## config.mk

```make
export PLATFORM = sky130hd
export DESIGN_NAME = mmc_call_queue
export DESIGN_NICKNAME = d
export VERILOG_FILES = /design/src/rtl/mmc_call_queue.sv
export SDC_FILE = /design/constraint.sdc
export NUM_CORES = 1
export LEC_CHECK = 0
export ABC_CLOCK_PERIOD_IN_PS = 8010
export CELL_PAD_IN_SITES_DETAIL_PLACEMENT = 0
export CELL_PAD_IN_SITES_GLOBAL_PLACEMENT = 1
export CORE_ASPECT_RATIO = 1.25
export CORE_MARGIN = 4
export CORE_UTILIZATION = 42
export CTS_CLUSTER_DIAMETER = 200
export CTS_CLUSTER_SIZE = 16
export DETAILED_ROUTE_END_ITERATION = 8
export GPL_TIMING_DRIVEN = 0
export PLACE_DENSITY = 0.78
export SLEW_MARGIN = 0
export SYNTH_ARGS = -nofsm -noshare
export SYNTH_HDL_FRONTEND = slang
export SYNTH_SLANG_ARGS = --single-unit
```

## constraint.sdc

```tcl
create_clock -name clock -period 8.01 [get_ports clock]
set_input_delay 1.2015 -clock clock [delete_from_list [all_inputs] [get_ports clock]]
set_output_delay 1.2015 -clock clock [all_outputs]
set_load 0.01 [all_outputs]
```

## src/rtl/mmc_call_queue.sv

```systemverilog
// mmc_call_queue: argument-pair FIFO feeding the mmc component call port,
// with a credit counter on outstanding calls so results are never overrun.
module mmc_call_queue #(
  parameter int DATA_W  = 32,
  parameter int DEPTH   = 4,
  parameter int MAX_OUT = 8
) (
  input  logic                           clock,
  input  logic                           reset,
  input  logic                           in_valid,
  output logic                           in_ready,
  input  logic [DATA_W-1:0]              in_a,
  input  logic [DATA_W-1:0]              in_b,
  output logic                           start,
  input  logic                           busy,
  output logic [DATA_W-1:0]              a,
  output logic [DATA_W-1:0]              b,
  input  logic                           ret_done,
  input  logic                           ret_stall,
  output logic [$clog2(DEPTH+1)-1:0]     fill_level,
  output logic [$clog2(MAX_OUT+1)-1:0]   outstanding,
  output logic                           err_underflow
);

  localparam int PW = $clog2(DEPTH);
  localparam int FW = $clog2(DEPTH+1);
  localparam int OW = $clog2(MAX_OUT+1);
  localparam logic [FW-1:0] FULL = FW'(DEPTH);
  localparam logic [OW-1:0] CMAX = OW'(MAX_OUT);

  logic [DATA_W-1:0] mem_a_q [DEPTH];
  logic [DATA_W-1:0] mem_b_q [DEPTH];
  logic [PW-1:0]     wr_ptr_q, wr_ptr_d;
  logic [PW-1:0]     rd_ptr_q, rd_ptr_d;
  logic [FW-1:0]     fill_q, fill_d;
  logic [OW-1:0]     out_q, out_d;
  logic              err_q, err_d;

  logic push, accept, ret, ret_ok;

  assign in_ready = (fill_q != FULL);
  assign start    = (fill_q != '0) && (out_q != CMAX);
  assign a        = mem_a_q[rd_ptr_q];
  assign b        = mem_b_q[rd_ptr_q];

  assign push   = in_valid && in_ready;
  assign accept = start && !busy;
  assign ret    = ret_done && !ret_stall;
  // A return with nothing outstanding only flags the error.
  assign ret_ok = ret && (out_q != '0);

  always_comb begin
    wr_ptr_d = wr_ptr_q;
    rd_ptr_d = rd_ptr_q;
    fill_d   = fill_q;
    out_d    = out_q;
    err_d    = err_q;
    if (push)
      wr_ptr_d = wr_ptr_q + PW'(1);
    if (accept)
      rd_ptr_d = rd_ptr_q + PW'(1);
    unique case ({push, accept})
      2'b10:   fill_d = fill_q + FW'(1);
      2'b01:   fill_d = fill_q - FW'(1);
      default: fill_d = fill_q;
    endcase
    unique case ({accept, ret_ok})
      2'b10:   out_d = out_q + OW'(1);
      2'b01:   out_d = out_q - OW'(1);
      default: out_d = out_q;
    endcase
    if (ret && (out_q == '0))
      err_d = 1'b1;
  end

  always_ff @(posedge clock or posedge reset) begin
    if (reset) begin
      wr_ptr_q <= '0;
      rd_ptr_q <= '0;
      fill_q   <= '0;
      out_q    <= '0;
      err_q    <= 1'b0;
      for (int i = 0; i < DEPTH; i++) begin
        mem_a_q[i] <= '0;
        mem_b_q[i] <= '0;
      end
    end else begin
      wr_ptr_q <= wr_ptr_d;
      rd_ptr_q <= rd_ptr_d;
      fill_q   <= fill_d;
      out_q    <= out_d;
      err_q    <= err_d;
      if (push) begin
        mem_a_q[wr_ptr_q] <= in_a;
        mem_b_q[wr_ptr_q] <= in_b;
      end
    end
  end

  assign fill_level    = fill_q;
  assign outstanding   = out_q;
  assign err_underflow = err_q;

endmodule

```

==> summary.txt <==
Yosys
  – Top_reg_cell synth: dfrtp_1
  – Synth Register Bits: 268
  – Netlist cell types: 32
  – Post-synth EDFFs: 0
  – Async SR Flop Fraction: 1.00
  – Mean Syn Cell Area: ~18 sq um
  – Post-Syn Instances: 691
  – Post-synthesis cell area: 12,200 sq um
  – Mapped Nets: 771
  – Syn. warnings: 0
  – Seq/Total Area, Yosys: 0.550

Power
  – Pwr Total: 6.58 mW
  – Peak VDD IR: 0.223 mV
  – Leakage power: 6.35 nW
  – Power Density: about 440 nW/um^2

Timing
  – Final period utilization: 0.500
  – Fmax: around 250 MHz
  – Layout Skew: 0.0131 ns
  – RSZ-0062 raised after global routing: false
  – Worst rel slew slack: 0.524
  – Tightest Pin Transition: slightly above 0.7 ns
  – WHS: approximately 0.48 ns
  – Setup TNS Final: 0 ns
  – Max-slew violation count: 0
  – Final Hold Fails: 0
  – Crit path time final: around 4.0 ns
  – Setup violators final: 0

Final layout
  – Nets@finish: 942
  – Core Util, Final: 0.518
  – ANT cells: 0
  – Area delta synth->final: 21.4%
  – Layout cells sized above 1: 0.459
  – Non-Filler Instances: 1,252
  – Commonest non-fill, non-tap cell in the layout: dfrtp_1
  – Commonest cells after routing, fill and taps aside: dfrtp_1, mux2_2, clkdlybuf4s50_1, mux4_2, mux2_4

Die
  – Core area: about 29,000 sq um
  – Die height: 199 um
  – Chip width: 160 um
  – Die area: between 30,000 and 40,000 sq um
  – Initial Util: 0.427
  – I/O pin total: 144
  – Num rows: between 60 and 70

Setup path
  – CP Class: register to primary output
  – Worst path cell trace: buf_2, buf_2, mux4_2, clkdlybuf4s50_1
  – Critical path fanouts, max: 10
  – Critical path's most frequent cell: buf_2
  – Crit start category: register
  – CP endpoint kind: primary output
  – CP max-delay cell: mux4_2
  – Required time worst endpoint: 6.81 ns
  – Data arrival, critical path: approximately 2.8 ns
  – Largest stage delay, worst path: 0.55 ns

Clock network
  – Htree depth: 1
  – Worst-path clk slew: 0.07 ns
  – Hold_buf cts: 0
  – Clk sink count: between 200 and 300
  – Clock root buffer master: clkbuf_16
  – Clk_lat worst skew: around 0.5 ns
  – Cts bufs inserted: 20
  – TritonCTS clock tree: yes
  – Post-CTS setup buffers: 0
  – Maximum clock path buffer count: 3
  – # resized after CTS: 0

Drt
  – Wire per inst: slightly above 20 um
  – Drt total wl: 25,200 um
  – Via-per-instance ratio: 5.24
  – Via count: 6,565
  – Detail Route Antenna Nets: 0
  – First drt pass iteration count: 4
  – Initial DRC count: about 190
  – DRC: 0

Global route
  – Initial antenna violation count: 0
  – Aggregate global-route resource usage: 0.161
  – Total gr overflow: 0
  – First-pass GRT wire length: 41,500 um
  – Vias in the first global route: 7,255
  – Largest net degree at the start of global routing: 43

Status
  – Status: finished, final reports clean

Run
  – Max_cap viols: 0

Placement
  – Dpl hpwl: 17,300 um
  – GP Congestion: 0.727
  – Port Buffer Count: about 140
  – Dpl cells: 1,230

Min path
  – Hold Path Class: register to register
-- through the flow --
step / cell area (sq um) / setup slack [ns]
global route: 14800 / 3.80
CTS: 14800 / 3.88
floorplan: 12200 / 3.27
global placement: 14100 / 1.15
finish: 14800 / 4.00
detailed placement: 14300 / 4.10
-- synth_stat cells (all sizes together), types with 2 or more instances --
cell type,n,area (sq um)
dfrtp,268,6710
nor2,2,7.51
mux4,64,1440
a21oi,2,10.0
buf,40,412
xor2,5,43.8
xnor2,3,26.3
nor3,2,10.0
inv,12,45.0
nor3b,4,30.0
mux2i,2,20.0
mux2,258,3130
ha,8,100
nand3,6,80.1
fa,2,40.0
nor4b,2,17.5
nand2,2,7.51
-- flip-flops by register name, summed over array words and instances, names as in the netlist --
signal and count:
err_underflow 1, fill_level 3, mem_b_q 128, wr_ptr_q 2
rd_ptr_q 2, outstanding 4, mem_a_q 128
-- area by class of cell --
| class | count | area, sq um |
|---|---|---|
| buffer | 41 | 415 |
| clock buffer | 21 | 526 |
| clock inverter | 1 | 30.0 |
| fill | 2365 | 13800 |
| inverter | 12 | 48.8 |
| multi-input combinational | 370 | 5030 |
| sequential | 268 | 6710 |
| tap | 390 | 488 |
| timing repair buffer | 149 | 1560 |
-- cells by family (layout without fill, tap and decap cells) --
logic type / count (synthesis) / count (layout) / share of synthesized area
mux: 324 / 324 / 0.376
flops: 268 / 268 / 0.550
buf+inv: 53 / 224 / 0.0377
simple gates: 21 / 21 / 0.0146
fa+ha+maj: 10 / 10 / 0.0115
xor+xnor: 8 / 8 / 0.00574
compound gates: 7 / 7 / 0.00421
-- power breakdown --
group	switching (mW)	internal, mW	total, mW
logic	1.18	2.05	3.23
clock network	0.453	0.496	0.949
registers	0.348	2.05	2.40
total	1.99	4.60	6.58
-- critical path, delay by kind of cell, from the launching register on --
| family | cells | cell delay (ns) |
|---|---|---|
| buffers and inverters | 3 | 1.35 |
| flip-flops | 1 | 0.41 |
| multiplexers | 1 | 0.55 |
-- per-layer routing --
| layer | wire (um) | track usage | vias up |
|---|---|---|---|
| met5 | 0 | 0 | - |
| met2 | 12400 | 0.270 | 126 |
| met4 | 306 | 0.0261 | 0 |
| met1 | 11100 | 0.223 | 3518 |
| li1 | - | - | 2897 |
| met3 | 1380 | 0.0354 | 24 |
-- worst paths after layout --
path | from | endpoint | slack [ns] | depth (start not counted)
hold / removal | err_underflow$_DFFE_PP0P_ | err_underflow$_DFFE_PP0P_ | 0.48 | 1
min in group asynchronous | reset | mem_b_q[20]$_DFFE_PP0P_ | 1.14 | 2
max in group asynchronous | reset | mem_a_q[118]$_DFFE_PP0P_ | 5.51 | 6
hold reg to reg | err_underflow$_DFFE_PP0P_ | err_underflow$_DFFE_PP0P_ | 0.48 | 1
setup reg to reg | outstanding[0]$_DFFE_PP0P_ | outstanding[3]$_DFFE_PP0P_ | 4.99 | 8
setup / recovery | rd_ptr_q[0]$_DFFE_PP0P_ | a[29] | 4.00 | 4
No activity file was read; power rests on OpenSTA's default activity.
